**src/rtl/branch_redirect_ctrl.sv**
```systemverilog
// EX-stage control-transfer sequencer: redirects fetch to a taken branch/jump target,
// squashes wrong-path work in ID/EX and holds ID until fetch delivers the target PC.
module branch_redirect_ctrl #(
    parameter int XLEN        = 32,
    parameter int FLUSH_DEPTH = 2,
    parameter int TIMEOUT     = 15,
    parameter int CNT_W       = 16
) (
    input  logic             i_clk,
    input  logic             i_reset,
    input  logic             i_ex_valid,
    input  logic             i_ex_is_branch,
    input  logic             i_ex_is_jump,
    input  logic             i_ex_taken,
    input  logic [XLEN-1:0]  i_ex_target,
    input  logic             i_if_valid,
    input  logic [XLEN-1:0]  i_if_pc,
    output logic             o_redirect,
    output logic [XLEN-1:0]  o_redirect_pc,
    output logic             o_flush_id,
    output logic             o_flush_ex,
    output logic             o_stall,
    output logic             o_busy,
    output logic [CNT_W-1:0] o_redirect_cnt
);

    localparam int FC_W = (FLUSH_DEPTH > 1) ? $clog2(FLUSH_DEPTH) : 1;
    localparam int TC_W = (TIMEOUT > 1) ? $clog2(TIMEOUT) : 1;

    typedef enum logic [1:0] {
        S_IDLE,
        S_REDIRECT,
        S_FLUSH,
        S_WAIT_TGT
    } state_t;

    state_t           r_state, w_state_nxt;
    logic [XLEN-1:0]  r_tgt, w_tgt_nxt;
    logic [FC_W-1:0]  r_fcnt, w_fcnt_nxt;
    logic [TC_W-1:0]  r_tcnt, w_tcnt_nxt;
    logic [CNT_W-1:0] r_cnt, w_cnt_nxt;

    logic w_event;
    logic w_match;
    logic w_flushing;
    logic w_waiting;

    // A jump is a transfer regardless of the branch flag; branches only when taken.
    assign w_event = i_ex_valid & (i_ex_is_jump | (i_ex_is_branch & i_ex_taken));
    assign w_match = i_if_valid & (i_if_pc == r_tgt);

    // NOTE: every next-state variable gets its hold value first, so no path leaves
    // one unassigned and no latch is inferred.
    always_comb begin
        w_state_nxt = r_state;
        w_tgt_nxt   = r_tgt;
        w_fcnt_nxt  = r_fcnt;
        w_tcnt_nxt  = r_tcnt;
        w_cnt_nxt   = r_cnt;
        case (r_state)
            S_IDLE: begin
                if (w_event) begin
                    w_tgt_nxt   = {i_ex_target[XLEN-1:1], 1'b0};
                    w_state_nxt = S_REDIRECT;
                end
            end
            S_REDIRECT: begin
                if (r_cnt != '1) begin
                    w_cnt_nxt = r_cnt + 1'b1;
                end
                w_fcnt_nxt  = FC_W'(FLUSH_DEPTH - 1);
                w_tcnt_nxt  = '0;
                w_state_nxt = (FLUSH_DEPTH > 1) ? S_FLUSH : S_WAIT_TGT;
            end
            S_FLUSH: begin
                w_fcnt_nxt = r_fcnt - 1'b1;
                if (r_fcnt <= FC_W'(1)) begin
                    w_tcnt_nxt  = '0;
                    w_state_nxt = S_WAIT_TGT;
                end
            end
            S_WAIT_TGT: begin
                // A matching fetch wins over a timeout landing on the same cycle.
                if (w_match) begin
                    w_state_nxt = S_IDLE;
                end else if (r_tcnt == TC_W'(TIMEOUT - 1)) begin
                    w_state_nxt = S_REDIRECT;
                end else begin
                    w_tcnt_nxt = r_tcnt + 1'b1;
                end
            end
            default: w_state_nxt = S_IDLE;
        endcase
    end

    // NOTE: state registers use non-blocking assignments so every flop samples
    // the pre-edge values of the others.
    always_ff @(posedge i_clk or negedge i_reset) begin
        if (!i_reset) begin
            r_state <= S_IDLE;
            r_tgt   <= '0;
            r_fcnt  <= '0;
            r_tcnt  <= '0;
            r_cnt   <= '0;
        end else begin
            r_state <= w_state_nxt;
            r_tgt   <= w_tgt_nxt;
            r_fcnt  <= w_fcnt_nxt;
            r_tcnt  <= w_tcnt_nxt;
            r_cnt   <= w_cnt_nxt;
        end
    end

    // Outputs decode from state; the fetch match is the only input reaching them,
    // so the instruction arriving at the target is let through ID unflushed.
    assign w_flushing     = (r_state == S_REDIRECT) | (r_state == S_FLUSH);
    assign w_waiting      = (r_state == S_WAIT_TGT);
    assign o_redirect     = (r_state == S_REDIRECT);
    assign o_redirect_pc  = r_tgt;
    assign o_flush_ex     = w_flushing;
    assign o_flush_id     = w_flushing | (w_waiting & ~w_match);
    assign o_stall        = w_flushing | (w_waiting & ~w_match);
    assign o_busy         = (r_state != S_IDLE);
    assign o_redirect_cnt = r_cnt;

endmodule

```
**config.mk**
```make
export PLATFORM = sky130hd
export DESIGN_NAME = branch_redirect_ctrl
export DESIGN_NICKNAME = d
export VERILOG_FILES = /design/src/rtl/branch_redirect_ctrl.sv
export SDC_FILE = /design/constraint.sdc
export NUM_CORES = 1
export LEC_CHECK = 0
export BUFFER_PORTS_ARGS = -buffer_cell sky130_fd_sc_hd__buf_4
export CAP_MARGIN = 20
export CORE_UTILIZATION = 47
export DETAILED_ROUTE_END_ITERATION = 6
export PLACE_DENSITY = 0.8
export SYNTH_ARGS = -nofsm -noshare
export SYNTH_HDL_FRONTEND = slang
export SYNTH_SLANG_ARGS = --single-unit
```
**constraint.sdc**
```tcl
create_clock -name i_clk -period 2.9 [get_ports i_clk]
set_clock_uncertainty 0.2 [all_clocks]
set_input_delay 0.58 -clock i_clk [delete_from_list [all_inputs] [get_ports i_clk]]
set_output_delay 0.58 -clock i_clk [all_outputs]
set_load 0.05 [all_outputs]
```
==> results of run 1 <==
[worst max-delay path: stages, from the launching register on]
cell and delay (ps):
dfrtp_1 410, xnor2_1 160, nand4_1 140, nor4_2 340, nand4_1 180, a21o_2 240, buf_4 180
[sequential cells by signal, summed over array words and instances (netlist names)]
signal	flops
r_tcnt	4
o_redirect_cnt	16
o_redirect_pc	31
r_state	2
[cells in the mapped netlist, types with 4 or more instances]
master / count
inv_1: 5
nand3_1: 11
nand2_1: 7
nor2_1: 12
xor2_1: 16
ha_1: 6
nand4_1: 9
a21oi_1: 6
dfrtp_1: 53
nor4_1: 4
buf_2: 4
mux2_2: 31
xnor2_1: 29
[what timing repair did]
item	4_1_cts	5_1_grt
gates cloned	0	0
buffers inserted	0	1
resized for setup	1	1
setup endpoints to repair	2	2
pin swaps	0	8
[per-stage QoR]
stage | cells | instance area (um^2)
floorplan | 226 | 2698
global placement | 414 | 3685
detailed placement | 414 | 3685
CTS | 422 | 3807
global route | 423 | 3821
finish | 423 | 3821
[area by class of cell]
cell class / instances / area (um^2) / share of cell area
Sequential cell: 53 / 1326 / 0.3471
Multi-Input combinational cell: 161 / 1326 / 0.3471
Timing Repair Buffer: 124 / 943.4 / 0.2469
Tap cell: 72 / 90.09 / 0.02358
Clock buffer: 7 / 86.33 / 0.02259
Clock inverter: 1 / 30.03 / 0.007859
Inverter: 5 / 18.77 / 0.004912
[metal layers]
metal	part of all wire	wire length [um]
met1	0.39	2510
met2	0.54	3419
met3	0.056	358
met4	0.013	85
met5	0	0
[worst max-delay path by stage]
stage,startpoint,endpoint,slack [ps]
2_1_floorplan,o_redirect_pc[28],o_stall,100
3_3_place_gp,i_if_pc[28],o_flush_id,90
3_5_place_dp,i_if_pc[30],o_flush_id,70
4_1_cts,o_redirect_pc[30],o_flush_id,40
5_1_grt,o_redirect_pc[18],o_flush_id,20
6_report,o_redirect_pc[6],o_flush_id,160
[power groups by stage]
stage | combinational [W] | clock [W] | sequential (W)
floorplan | 0.000952 | 0 | 0.00219
global placement | 0.00256 | 0 | 0.00131
detailed placement | 0.00260 | 0 | 0.00134
CTS | 0.00261 | 0.000528 | 0.00132
global route | 0.00275 | 0.000554 | 0.00136
finish | 0.00261 | 0.000509 | 0.00131
[logic make-up after synthesis]
logic type	synth area share
flip-flops	0.4917
AND/OR/NAND/NOR	0.1461
other	0.001390
buffers and inverters	0.02133
XOR/XNOR	0.1461
adder cells (fa/ha/maj)	0.02783
multiplexers	0.1378
AO/OA/AOI/OAI	0.02783
==> results.py, run 1 <==
metrics = {
    "global_route": {
        "grt_use_met2": 0.4071,
        "use_met3": 0.04941,
        "grt_pass1_wl_um": 10330,
        "grt_max_degree": 54,
        "gr-max-usage-layer": "met2",
        "grt.total_usage": 0.2224,
        "grt_pass1_vias": 2181,
        "grt_overflow": 0,
        "antenna_found_initial": 0,
        "met1_usage": 0.2565,
    },
    "routing": {
        "via_per_inst": 4.974,
        "remaining_drc_errors": 0,
        "vias": 2104,
        "drt_iter0_drc": 72,
        "wirelength_um": 6373,
        "drtPass1Iterations": 4,
        "drt-wirelength-per-cell_um": 15.07,
        "antenna_left": 0,
    },
    "logic_synthesis": {
        "synth-seq-cells": 53,
        "synth_edf_count": 0,
        "async_flop_share": 1.000,
        "synth_top_cell_area_share": 0.4917,
        "syn_area_per_cell_um2": 11.94,
        "synthCells": 226,
        "synth_area_leaders": "dfrtp_1, mux2_2, xnor2_1",
        "synth_top_area_cell": "dfrtp_1",
        "synth_ff_type": "dfrtp_1",
        "synth_cell_types": 36,
        "synth-seq-area-share": 0.4917,
        "synth_warnings": 0,
        "netlist_area_um2": 2698,
        "syn_nets": 303,
    },
    "die": {
        "fp.dieH_um": 77.76,
        "core-area_um2": 5507,
        "fp-row-count": 27,
        "start_util": 0.4899,
        "die_area_um2": 6047,
        "ios": 124,
        "die_w_um": 77.76,
    },
    "power_and_ir_drop": {
        "clockPowerShare": 0.115,
        "powerDensity_nw_per_um2": 1161,
        "ir_worst_vdd_v": 0.0006015,
        "netSwitchingFraction": 0.4916,
        "intPower_w": 0.002255,
        "p_sw_w": 0.002180,
        "combPwrFrac": 0.589,
        "p_total_w": 0.004436,
        "p_seq_frac": 0.296,
        "leakagePower_nw": 1.834,
    },
    "timing": {
        "drv_slew": 0,
        "maxSlewHeadroom": 0.5614,
        "period_needed_ps": 2744,
        "max_freq_mhz": 364.4,
        "rsz0062_at_grt": "no",
        "worst_pin_slew_ps": 657.9,
        "final_hold_viol_count": 0,
        "worst_slack_ps": 155.7,
        "finalSetupTns_ps": 0,
        "holdWs_ps": 103.6,
        "min_period_over_period": 0.9463,
        "finalSetupViolations": 0,
    },
    "layout": {
        "final_util": 0.6939,
        "area_delta_synth_final_pct": 41.65,
        "fillers": 442,
        "num_antenna_cells": 0,
        "mostFrequentLayoutCells": "buf_4, dfrtp_1, mux2_2",
        "nets": 427,
        "drive_above_1_share": 0.4986,
        "layout.cells.most_common": "buf_4",
    },
    "cts": {
        "clockBufferDepth": 2,
        "cts_root_buf": "clkbuf_8",
        "cts_sinks": 53,
        "cts_hold_buf": 0,
        "clk_pin_slew_worst_paths_ps": 90,
        "clk_latency_ps": 310,
        "cts_buffers": 5,
        "htreeDepth": 2,
        "cts_tree": "yes",
    },
    "critical_path": {
        "r2r_end": "r_state[1]",
        "crit_required_ps": 2120,
        "timing.rr.start": "o_redirect_pc[6]",
        "worst_setup_path_start_kind": "flip-flop",
        "critPathMaxFanout": 3,
        "worstPathArrival_ps": 1960,
        "path_class": "flip-flop to primary output",
        "r2r_slack_ps": 520,
        "r2r_cells": 7,
        "end_kind": "primary output",
    },
    "placement": {
        "hpwl_um": 4872,
        "gp_congestion": 0.7981,
        "pre_cts_slack_ps": 66.45,
        "port_buffers": 121,
    },
    "outcome": {
        "outcome": "complete, no violations",
    },
    "worst_hold_path": {
        "worstHoldPathType": "primary input to async pin",
    },
    "run": {
        "cap_violations": 0,
    },
}
No activity file was read; power rests on OpenSTA's default activity.
==> run 2, diff against run 1 <==
Settings changed: MAX_ROUTING_LAYER set to met4.
==> run 2 against run 1 <==
  * Cell count is the same
  * Worst hold slack worse by 1.9 ps
  * First-iteration DRC count is 18% lower
  * Sequential power is essentially flat
  * Sequential share of layout area unchanged
  * Clock power is essentially flat
  * Die area did not move
  * Via count increased by 0.33%
  * Largest power group unchanged
  * Highest routed layer unchanged
==> results.py, run 2 (synthesis gave the netlist of run 1 again) <==
metrics = {
    "outcome": {
        "outcome": "complete, no violations",
    },
    "critical_path": {
        "r2r_end": "r_state[1]",
        "worst_setup_path_start_kind": "flip-flop",
        "critPathTopFamily": "simple AND/OR/NAND/NOR gates",
        "worst-path-buf-inv": 1,
        "crit_chain": "xnor2_1, nand4_1, nor4_2, nand4_1, a21o_2, buf_4",
        "timing.rr.start": "o_redirect_pc[6]",
        "cp_common_cell": "nand4_1",
        "slowest_stage": "dfrtp_1",
        "critPathMaxFanout": 3,
        "slowest_delay_ps": 410,
        "r2r_slack_ps": 520,
        "worstPathArrival_ps": 1960,
        "end_kind": "primary output",
        "r2r_cells": 7,
        "path_class": "flip-flop to primary output",
        "crit_required_ps": 2120,
    },
    "cts": {
        "clockBufferDepth": 2,
        "cts_buffers": 5,
        "cts_tree": "yes",
        "htreeDepth": 2,
        "clk_latency_ps": 310,
        "clk_pin_slew_worst_paths_ps": 90,
        "cts_root_buf": "clkbuf_8",
        "cts_hold_buf": 0,
        "cts_sinks": 53,
    },
    "die": {
        "fp-row-count": 27,
        "start_util": 0.4899,
        "ios": 124,
        "die_w_um": 77.76,
        "fp.dieH_um": 77.76,
        "die_area_um2": 6047,
        "core-area_um2": 5507,
    },
    "routing": {
        "drt_iter0_drc": 59,
        "antenna_left": 0,
        "remaining_drc_errors": 0,
        "via_per_inst": 4.991,
        "drt-wirelength-per-cell_um": 15.04,
        "wirelength_um": 6362,
        "vias": 2111,
        "drtPass1Iterations": 4,
    },
    "power_and_ir_drop": {
        "leakagePower_nw": 1.834,
        "ir_worst_vdd_v": 0.0006017,
        "powerDensity_nw_per_um2": 1161,
    },
    "global_route": {
        "grt_pass1_vias": 2175,
        "antenna_found_initial": 0,
        "grt_pass1_wl_um": 10330,
        "grt_max_degree": 54,
        "grt.total_usage": 0.2288,
        "grt_overflow": 0,
    },
    "layout": {
        "area_delta_synth_final_pct": 41.65,
        "nets": 427,
        "drive_above_1_share": 0.4986,
        "layout.cells.most_common": "buf_4",
        "fillers": 442,
        "num_antenna_cells": 0,
        "multiInputGateArea_um2": 1326,
        "final-seq-area_um2": 1326,
        "mostFrequentLayoutCells": "buf_4, dfrtp_1, mux2_2",
        "final_cell_area_um2": 3821,
        "largest_reg_flops": 31,
    },
    "timing": {
        "max_freq_mhz": 364.4,
        "final_hold_viol_count": 0,
        "period_needed_ps": 2745,
        "maxSlewHeadroom": 0.5636,
        "finalSetupViolations": 0,
        "worst_pin_slew_ps": 654.6,
        "worst_slack_ps": 155.4,
        "rsz0062_at_grt": "no",
        "drv_slew": 0,
        "finalSetupTns_ps": 0,
        "min_period_over_period": 0.9464,
    },
    "placement": {
        "hpwl_um": 4872,
        "port_buffers": 121,
        "pre_cts_slack_ps": 66.45,
        "gp_congestion": 0.8095,
        "placed_area_um2": 3685,
    },
    "worst_hold_path": {
        "worstHoldPathType": "primary input to async pin",
    },
    "run": {
        "cap_violations": 0,
    },
}
==> run 2: cell counts in the layout (fill, tap and decap cells not counted) <==
Identical to the previous run, type by type.
==> run 2: timing repair <==
action                                 4_1_cts  5_1_grt
setup buffers                                0        1
pin swaps                                    0        8
resized for setup                            1        1
setup endpoints to repair                    2        2
endpoints found under the hold margin        0        0
==> run 2: worst max path at each step <==
stage,from,cells after the start,slack [ps],end
detailed placement,i_if_pc[30],7,70,o_flush_id
floorplan,o_redirect_pc[28],7,100,o_stall
global placement,i_if_pc[28],7,90,o_flush_id
global route,o_redirect_pc[18],6,20,o_flush_id
CTS,o_redirect_pc[30],6,40,o_flush_id
finish,o_redirect_pc[6],6,160,o_flush_id
==> run 2: per-layer routing <==
metal	track usage	wire [um]
met4	0.06792	85
met1	0.2611	2532
met3	0.04588	322
met2	0.4044	3422
met5	-	0
==> run 2: cell type report <==
cell class / instances / share of cell area
flip-flops and latches: 53 / 0.3471
well taps: 72 / 0.02358
inverters: 5 / 0.004912
clock inverters: 1 / 0.007859
repair buffers: 124 / 0.2469
clock buffers: 7 / 0.02259
multi-input cells: 161 / 0.3471
==> run 2: metrics by stage <==
stage	hold slack [ps]	util	instances	power [W]
after floorplan	84.41	-	226	0.003146
after global placement	284.4	0.6692	414	0.003873
after detailed placement	294.3	0.6692	414	0.003931
after CTS	113.4	0.6914	422	0.004460
after global routing	150.4	0.6939	423	0.004668
final	101.8	0.6939	423	0.004436
==> run 2: report_power, final <==
part / internal [W] / total (W) / switching, W
clock: 0.000281 / 0.000509 / 0.000227
combinational: 0.000948 / 0.00261 / 0.00166
sequential: 0.00103 / 0.00131 / 0.000289
==> run 2: worst reg2reg max path, delay by kind of cell (launching register included) <==
family,cells,cell delay (ps)
buffers and inverters,1,220
multiplexers,1,350
XOR/XNOR,1,160
flip-flops,1,410
AO/OA/AOI/OAI,1,270
AND/OR/NAND/NOR,3,660
==> run 3, diff against run 2 <==
Settings changed: CORE_UTILIZATION 47 to 48, CTS_BUF_LIST set to sky130_fd_sc_hd__clkbuf_2 sky130_fd_sc_hd__clkbuf_4 sky130_fd_sc_hd__clkbuf_8, PLACE_DENSITY 0.8 to 0.82.
==> run 3 against run 2 <==
  * Count of clock-buffer cells in the layout fell by 1
  * Core utilization rose by 2.5 points
  * Clock power fell by 19%
  * Flip-flop and latch count did not move
  * Cell area fell by 0.79%
  * Via count rose by 2.4%
  * Maximum frequency fell by 2.1%
  * Wire length rose by 0.68%
  * Non-clock buffer count rose by 2
  * Cell count did not move
  * Worst hold slack improved by 8.1 ps
==> results.py, run 3 (synthesis gave the netlist of run 1 again) <==
metrics = {
    "critical_path": {
        "crit_required_ps": 2120,
        "worst-path-buf-inv": 1,
        "cp_common_cell": "nand4_1",
        "critPathMaxFanout": 3,
        "path_class": "flip-flop to primary output",
        "worstPathArrival_ps": 2020,
        "end_kind": "primary output",
        "slowest_delay_ps": 420,
        "worst_setup_path_start_kind": "flip-flop",
        "crit_chain": "xnor2_1, nand4_1, nor4_2, nand4_1, a21o_2, buf_4",
        "slowest_stage": "dfrtp_1",
        "cp.depth": 6,
        "critPathTopFamily": "simple AND/OR/NAND/NOR gates",
        "r2r_cells": 7,
    },
    "layout": {
        "mostFrequentLayoutCells": "buf_4, dfrtp_1, mux2_2",
        "nets": 429,
        "final_cell_area_um2": 3791,
        "drive_above_1_share": 0.5042,
        "largest_reg_flops": 31,
        "layout.cells.most_common": "buf_4",
        "final_util": 0.7194,
        "num_antenna_cells": 0,
        "area_delta_synth_final_pct": 40.54,
    },
    "worst_hold_path": {
        "worstHoldPathType": "primary input to async pin",
    },
    "power_and_ir_drop": {
        "clockPowerShare": 0.095,
        "p_seq_frac": 0.302,
        "combPwrFrac": 0.603,
        "netSwitchingFraction": 0.5046,
        "leakagePower_nw": 1.827,
        "intPower_w": 0.002156,
        "p_sw_w": 0.002196,
        "powerDensity_nw_per_um2": 1148,
        "ir_worst_vdd_v": 0.0007361,
    },
    "placement": {
        "hpwl_um": 4940,
        "port_buffers": 121,
        "gp_congestion": 0.8145,
        "placed_area_um2": 3677,
        "pre_cts_slack_ps": 95.39,
    },
    "timing": {
        "max_freq_mhz": 356.9,
        "maxSlewHeadroom": 0.5525,
        "final_hold_viol_count": 0,
        "min_period_over_period": 0.9663,
        "worst_pin_slew_ps": 671.3,
        "rsz0062_at_grt": "no",
        "period_needed_ps": 2802,
        "worst_slack_ps": 97.73,
        "finalSetupTns_ps": 0,
        "drv_slew": 0,
        "finalSetupViolations": 0,
    },
    "die": {
        "ios": 124,
        "die_area_um2": 5924,
        "fp-row-count": 26,
        "die_w_um": 76.97,
        "core-area_um2": 5270,
        "start_util": 0.5119,
        "fp.dieH_um": 76.97,
    },
    "global_route": {
        "grt_overflow": 0,
        "grt_pass1_vias": 2184,
        "antenna_found_initial": 0,
        "grt_max_degree": 54,
        "grt_pass1_wl_um": 10120,
        "grt.total_usage": 0.2281,
    },
    "run": {
        "cap_violations": 0,
    },
    "routing": {
        "drt_iter0_drc": 137,
        "wirelength_um": 6405,
        "drt-wirelength-per-cell_um": 15.14,
        "antenna_left": 0,
        "vias": 2161,
        "via_per_inst": 5.109,
        "remaining_drc_errors": 0,
        "drtPass1Iterations": 5,
    },
    "cts": {
        "cts_root_buf": "clkbuf_8",
        "cts_buffers": 5,
        "htreeDepth": 2,
        "clk_pin_slew_worst_paths_ps": 90,
        "clk_latency_ps": 310,
        "clockBufferDepth": 2,
        "cts_sinks": 53,
        "cts_tree": "yes",
    },
    "outcome": {
        "outcome": "complete, no violations",
    },
}
==> run 3: changes by cell type in the layout (fill, tap and decap cells not counted), sizes merged <==
cell	delta
buf	+2
bufinv	-1
clkbuf	-1
clkinv	+2
==> run 3: layout make-up <==
class                   instances  area, um^2
flip-flops and latches         53        1326
well taps                      70       87.58
clock inverters                 2       10.01
fillers                       386        1479
repair buffers                126       945.9
multi-input cells             161        1326
clock buffers                   6       76.32
inverters                       5       18.77
==> run 3: path summary, 6_finish.rpt <==
path | slack [ps] | end | start
max in group asynchronous | 1950 | o_redirect_pc[16] | i_reset
hold reg to reg | 300 | o_redirect_cnt[11] | o_redirect_cnt[11]
hold / removal | 110 | o_redirect_pc[12] | i_reset
setup reg to reg | 430 | r_state[1] | o_redirect_pc[21]
setup / recovery | 100 | o_stall | o_redirect_pc[21]
min in group i_clk | 290 | o_redirect_pc[4] | i_ex_target[4]
==> run 3: power by group through the flow <==
stage	combinational [W]	sequential, W	clock [W]
detailed placement	0.00261	0.00133	0
finish	0.00262	0.00132	0.000413
global placement	0.00255	0.00131	0
floorplan	0.000952	0.00219	0
global route	0.00275	0.00136	0.000448
CTS	0.00262	0.00132	0.000424
==> run 3: through the flow <==
step | hold slack [ps] | instances | power, W
after floorplan | 84.41 | 226 | 0.003146
after global placement | 279.9 | 413 | 0.003866
after detailed placement | 287.6 | 413 | 0.003944
after CTS | 122.4 | 421 | 0.004359
after global routing | 161.7 | 423 | 0.004556
final | 109.8 | 423 | 0.004353
==> run 3: timing repair <==
| item | 4_1_cts | 5_1_grt |
|---|---|---|
| endpoints found under the setup margin | 0 | 2 |
| hold buffers | 0 | 0 |
| gates resized for setup | 0 | 2 |
| buffers inserted | 0 | 2 |
| endpoints found under the hold margin | 0 | 0 |
==> run 3: worst reg2reg max path, cell delays in order (launching register included) <==
cell	delay [ps]
dfrtp_1	420
xnor2_1	170
nand4_1	160
nor4_2	340
nand4_1	180
buf_4	220
a31oi_1	300
mux2_1	360
==> run 3: per-layer routing <==
metal	vias up	part of all wire	track usage
met1	1044	0.39	0.2409
met4	0	0.023	0.1000
li1	1029	-	-
met3	13	0.051	0.04286
met2	75	0.54	0.4116
met5	-	0	-
